### src/rtl/cond_unit_if.sv
// Condition unit bus: flag-register traffic, instruction issue and IT
// controls in, condition results and ITSTATE out.
// Package cond_unit_pkg carries the NZCV flag type shared with the ALU.

package cond_unit_pkg;
    // NZCV ordering: n is bit 3, v is bit 0.
    typedef struct packed {
        logic n;
        logic z;
        logic c;
        logic v;
    } alu_flags_t;
endpackage

// Handshake: there is no back-pressure. instr_valid marks the single
// instruction issuing this cycle and exec_en says, in the same cycle,
// whether it executes. it_start marks that this issue slot is an IT.
// Registered results (flags_q, itstate, it_err) change only on posedge clk.
interface cond_if;
    import cond_unit_pkg::*;

    alu_flags_t  flags_in;
    logic        flags_we;
    logic        instr_valid;
    logic        it_start;
    logic [3:0]  it_firstcond;
    logic [3:0]  it_mask;
    logic [3:0]  cond_in;
    logic        cond_pass;
    logic        exec_en;
    alu_flags_t  flags_q;
    logic [7:0]  itstate;
    logic        it_active;
    logic        it_err;

    modport master (
        output flags_in, flags_we, instr_valid, it_start,
               it_firstcond, it_mask, cond_in,
        input  cond_pass, exec_en, flags_q, itstate, it_active, it_err
    );

    modport slave (
        input  flags_in, flags_we, instr_valid, it_start,
               it_firstcond, it_mask, cond_in,
        output cond_pass, exec_en, flags_q, itstate, it_active, it_err
    );
endinterface

### src/rtl/cond_unit.sv
// Condition unit: APSR NZCV flags register, condition-code evaluation and
// the ARMv7-M IT block state machine (ITSTATE[7:0]).
// Configuration macro: COND_UNIT_IT_EN. When it is defined the full IT logic is
// built; when it is undefined ITSTATE is tied to zero, it_start is ignored and
// every valid instruction executes.

module cond_unit
    import cond_unit_pkg::*;
(
    input  logic   clk,
    input  logic   rst,
    cond_if.slave  bus
);

    // Condition table; conditions are evaluated on the registered flags only.
    function automatic logic cond_eval(input logic [3:0] c, input alu_flags_t f);
        logic r;
        case (c[3:1])
            3'b000:  r = f.z;
            3'b001:  r = f.c;
            3'b010:  r = f.n;
            3'b011:  r = f.v;
            3'b100:  r = f.c & ~f.z;
            3'b101:  r = (f.n == f.v);
            3'b110:  r = ~f.z & (f.n == f.v);
            default: r = 1'b1;
        endcase
        // Odd codes invert the even base, except 1111 which is also "always".
        if (c[0] && (c[3:1] != 3'b111)) begin
            r = ~r;
        end
        return r;
    endfunction

    alu_flags_t flags_r;
    logic       exec_en;

    assign bus.cond_pass = cond_eval(bus.cond_in, flags_r);
    assign bus.flags_q   = flags_r;
    assign bus.exec_en   = exec_en;

`ifdef COND_UNIT_IT_EN

    logic [7:0] itstate_r;
    logic       it_err_r;
    logic       it_active;
    logic       it_legal;

    assign it_active = (itstate_r[3:0] != 4'b0000);
    // A nested IT, an empty mask or firstcond 1111 are rejected.
    assign it_legal  = !it_active && (bus.it_mask != 4'b0000) &&
                       (bus.it_firstcond != 4'b1111);

    // The IT instruction itself never executes; inside a block the
    // instruction is predicated by the current condition in ITSTATE[7:4].
    always_comb begin
        exec_en = 1'b0;
        if (bus.instr_valid && !bus.it_start) begin
            exec_en = it_active ? cond_eval(itstate_r[7:4], flags_r) : 1'b1;
        end
    end

    // Flags register, ITSTATE load/advance and the one-cycle error pulse.
    always_ff @(posedge clk) begin
        if (rst) begin
            flags_r   <= '0;
            itstate_r <= 8'h00;
            it_err_r  <= 1'b0;
        end else begin
            it_err_r <= 1'b0;
            if (bus.flags_we && exec_en) begin
                flags_r <= bus.flags_in;
            end
            if (bus.it_start) begin
                if (it_legal) begin
                    itstate_r <= {bus.it_firstcond, bus.it_mask};
                end else begin
                    it_err_r <= 1'b1;
                end
            end else if (bus.instr_valid && it_active) begin
                // Advance even when the condition fails; the mask shift also
                // moves the next condition's low bit into ITSTATE[4].
                if (itstate_r[2:0] == 3'b000) begin
                    itstate_r <= 8'h00;
                end else begin
                    itstate_r <= {itstate_r[7:5], itstate_r[3:0], 1'b0};
                end
            end
        end
    end

    assign bus.itstate   = itstate_r;
    assign bus.it_active = it_active;
    assign bus.it_err    = it_err_r;

`else

    // IT controls are not used in this build.
    logic unused_it;
    assign unused_it = ^{bus.it_start, bus.it_firstcond, bus.it_mask};

    // Without IT support every issued instruction executes.
    always_comb begin
        exec_en = bus.instr_valid;
    end

    // Flags register only; no IT state exists.
    always_ff @(posedge clk) begin
        if (rst) begin
            flags_r <= '0;
        end else if (bus.flags_we && exec_en) begin
            flags_r <= bus.flags_in;
        end
    end

    assign bus.itstate   = 8'h00;
    assign bus.it_active = 1'b0;
    assign bus.it_err    = 1'b0;

`endif

endmodule

### src/flat_wrapper.sv
// flat-port wrapper written by rule: the top's interface ports become plain ports
module cond_unit_flat import cond_unit_pkg::*;
  (clk, rst, bus_flags_in, bus_flags_we, bus_instr_valid, bus_it_start, bus_it_firstcond, bus_it_mask, bus_cond_in, bus_cond_pass, bus_exec_en, bus_flags_q, bus_itstate, bus_it_active, bus_it_err);
  cond_if bus_i ();
  input  logic clk;
  input  logic rst;
  input wire logic [$bits(bus_i.flags_in)-1:0] bus_flags_in;
  input wire logic [$bits(bus_i.flags_we)-1:0] bus_flags_we;
  input wire logic [$bits(bus_i.instr_valid)-1:0] bus_instr_valid;
  input wire logic [$bits(bus_i.it_start)-1:0] bus_it_start;
  input wire logic [$bits(bus_i.it_firstcond)-1:0] bus_it_firstcond;
  input wire logic [$bits(bus_i.it_mask)-1:0] bus_it_mask;
  input wire logic [$bits(bus_i.cond_in)-1:0] bus_cond_in;
  output wire logic [$bits(bus_i.cond_pass)-1:0] bus_cond_pass;
  output wire logic [$bits(bus_i.exec_en)-1:0] bus_exec_en;
  output wire logic [$bits(bus_i.flags_q)-1:0] bus_flags_q;
  output wire logic [$bits(bus_i.itstate)-1:0] bus_itstate;
  output wire logic [$bits(bus_i.it_active)-1:0] bus_it_active;
  output wire logic [$bits(bus_i.it_err)-1:0] bus_it_err;
  assign bus_i.flags_in = bus_flags_in;
  assign bus_i.flags_we = bus_flags_we;
  assign bus_i.instr_valid = bus_instr_valid;
  assign bus_i.it_start = bus_it_start;
  assign bus_i.it_firstcond = bus_it_firstcond;
  assign bus_i.it_mask = bus_it_mask;
  assign bus_i.cond_in = bus_cond_in;
  assign bus_cond_pass = bus_i.cond_pass;
  assign bus_exec_en = bus_i.exec_en;
  assign bus_flags_q = bus_i.flags_q;
  assign bus_itstate = bus_i.itstate;
  assign bus_it_active = bus_i.it_active;
  assign bus_it_err = bus_i.it_err;
  cond_unit u_core (.clk(clk), .rst(rst), .bus(bus_i));
endmodule
### config.mk
export PLATFORM = sky130hd
export DESIGN_NAME = cond_unit_flat
export DESIGN_NICKNAME = d
export VERILOG_FILES = /design/src/rtl/cond_unit_if.sv /design/src/rtl/cond_unit.sv /design/src/flat_wrapper.sv
export SDC_FILE = /design/constraint.sdc
export NUM_CORES = 1
export LEC_CHECK = 0
export BUFFER_PORTS_ARGS = -buffer_cell sky130_fd_sc_hd__buf_2
export CORE_AREA = 2 2 39 41
export DETAILED_ROUTE_END_ITERATION = 12
export DIE_AREA = 0 0 41 43
export PLACE_DENSITY = 0.68
export SYNTH_ARGS = -nofsm -noshare
export SYNTH_HDL_FRONTEND = slang
export SYNTH_SLANG_ARGS = --single-unit
export TNS_END_PERCENT = 5
### constraint.sdc
create_clock -name clk -period 2 [get_ports clk]
set_input_delay 0.1 -clock clk [delete_from_list [all_inputs] [get_ports clk]]
set_output_delay 0.1 -clock clk [all_outputs]
set_load 0.005 [all_outputs]
==> summary.txt <==
Clocking
  • Number of clock sinks: 4
  • CTS tree: built
  • CTS Buffer Depth: 2
  • Root buffer cell: clkbuf_4
  • Setup Fix Bufs, Post-CTS: 0
  • CTS-repair resized insts: 0
  • Worst-path clk slew: 0.04 ns
  • Later-pin clock latency in the skew report: 0.23 ns
  • H-Tree Depth: 1
  • Num CTS Buffers: 3
  • Post-CTS Hold Buffers: 0

STA
  • Setup TNS: 0 ns
  • Top achievable clock speed: 602 MHz
  • RSZ-0062 raised after global routing: false
  • Count of final setup violators: 0
  • Skew final: 0 ns
  • Fin. Hold Viols: 0
  • Final worst path period share: 0.830
  • Fin. max-slew vios: 0
  • Period minus WS final: 1.66 ns

Route
  • Vias: 341
  • Via-to-Cell Ratio: 4.43
  • Initial DRC count: 0
  • WL final: 693 um
  • DRT Pass-1 Iters: 1
  • Routed len/inst: 9.00 um
  • DRC: 0
  • Post-DRT Antenna Nets: 0

Global routing
  • Vias in the first global route: 300
  • Total grt overflow: 0
  • Initial antenna violation count: 0
  • GR Util All Layers: 0.105
  • First-pass GRT wire length: 1.19 mm
  • Largest net degree at the start of global routing: 7

Critical path
  • R2R depth: 2
  • Critical-path maximum fanout: 6
  • CP top delay family: multiplexers
  • Reg-to-Reg End: u_core.bus.flags_q[2]
  • Buffers & Inverters on Critical Path: 1
  • CP Class: reg -> out
  • CP Launch Type: register
  • Critical path arrival: 1.56 ns
  • Slowest CP cell: mux4_2
  • Worst path max stage delay: 0.47 ns
  • Critical path, cell by cell: mux4_2 -> xnor2_1 -> nor2_1 -> a31o_1 -> buf_2
  • Crit. End Element: primary output
  • R2R Path Start: u_core.bus.flags_q[2]
  • Worst reg-to-reg setup slack: 1.33 ns
  • Worst Path Required: 1.90 ns

Final layout
  • Share of layout cells above drive strength 1: 0.344
  • Final Core Density: 0.300
  • Area of the multi-input gates: 208 sq um
  • # nets final: 84
  • Layout fillers: 159
  • Max reg flops: 4
  • Final std cells w/o fill: 77
  • Register area: 80.1 sq um
  • Area Overhead vs Synth: 23.4%
  • ANT cells: 0

Run status
  • Outcome: complete, no violations

Die
  • Chip Width: 41 um
  • Starting Density: 0.243
  • IO Count: 37
  • Core area: 1380 sq um
  • Die Y: 43 um
  • Cell row count: 14
  • Die Area: 1760 sq um

Worst hold path
  • Min-Delay Endpoint: u_core.bus.flags_q[3]
  • Hold path startpoint: rst
  • Hold WC Path Type: in -> reg
  • Min-Delay Path Depth: 2

Yosys
  • FF+latch count, synth: 4
  • Synthesized area per cell: 7.83 sq um
  • Synth top area share: 0.245
  • Area of the mapped netlist: 337 sq um
  • Yosys warns: 0
  • Seq/Total Area, Yosys: 0.238
  • Top cells by area, synth: buf_4, dfxtp_1, a21oi_1, mux4_2, nand3_1
  • Distinct cells, synth: 16
  • Synth area leader: buf_4
  • Post-Synthesis Cells: 43

Pwr
  • Overall power: 241 uW
  • Total power density per cell area: 580 nW/um^2
  • Worst VDD drop: 0.169 mV
  • Leak: 0.000194 uW

Placement
  • Port bufs: 17
  • Inst Count DP: 74
  • GPL Wtd Cong: 0.645

Flow run
  • Max cap viols: 0
## placed cells by master (no fill, tap or decap), types with 2 or more instances in the layout
cell	netlist	final
nor2b_1	2	2
nand2_1	5	5
dfxtp_1	4	4
nand3_1	4	4
buf_2	0	17
xnor2_1	2	2
a21oi_1	5	5
clkbuf_4	0	3
o21ai_0	2	2
conb_1	1	10
## where the power goes
group | internal [uW] | switching [uW]
combinational | 27.0 | 26.5
sequential | 84.0 | 4.01
clock | 67.1 | 32.5
total | 178 | 63.0
## metal layers
metal,track usage,routed length [um]
met2,0.144,332
met1,0.120,270
met5,0,0
met3,0.0314,73
met4,0.100,15
## cells in the mapped netlist
library cell and n:
o21ai_0 2, nand3_1 4, nor4b_1 1, nor2_1 1
dfxtp_1 4, conb_1 1, nand2_1 5, nand3b_1 1
o21a_1 1, buf_4 11, nor3b_1 1, a31o_1 1
mux4_2 1, xnor2_1 2, nor2b_1 2, a21oi_1 5
## worst max path at each step
stage / endpoint / slack [ns] / cells after the start / from
2_1_floorplan: bus_cond_pass / 0.73 / 4 / u_core.bus.flags_q[0]
3_3_place_gp: bus_cond_pass / 0.61 / 5 / u_core.bus.flags_q[2]
3_5_place_dp: bus_cond_pass / 0.58 / 5 / u_core.bus.flags_q[2]
4_1_cts: bus_cond_pass / 0.32 / 5 / u_core.bus.flags_q[2]
5_1_grt: bus_cond_pass / 0.22 / 5 / u_core.bus.flags_q[2]
6_report: bus_cond_pass / 0.34 / 5 / u_core.bus.flags_q[2]
## kinds of logic (layout without fill, tap and decap cells)
| kind of cell | count (synthesis) | count (layout) | share of synthesized area |
|---|---|---|---|
| other | 1 | 10 | 0.0111 |
| AOI/OAI and AO/OA | 9 | 9 | 0.152 |
| muxes | 1 | 1 | 0.0669 |
| DFF | 4 | 4 | 0.238 |
| xor gates and xnor gates | 2 | 2 | 0.0521 |
| buffers and inverters | 11 | 20 | 0.245 |
| and+or+nand+nor | 15 | 15 | 0.234 |
## through the flow
| stage | setup WS (ns) | hold slack, ns | cell area (sq um) |
|---|---|---|---|
| finish | 0.340 | 0.0689 | 415 |
| global route | 0.218 | 0.0779 | 415 |
| CTS | 0.324 | 0.0578 | 415 |
| detailed placement | 0.582 | 0.311 | 393 |
| global placement | 0.607 | 0.305 | 393 |
| floorplan | 0.733 | 0.169 | 370 |
## layout make-up
class / count / area share
multi-input cells: 37 / 0.500
repair buffers: 17 / 0.205
flip-flops and latches: 4 / 0.193
clock buffers: 3 / 0.0542
well taps: 16 / 0.0482
(Power assumes the default switching activity.)
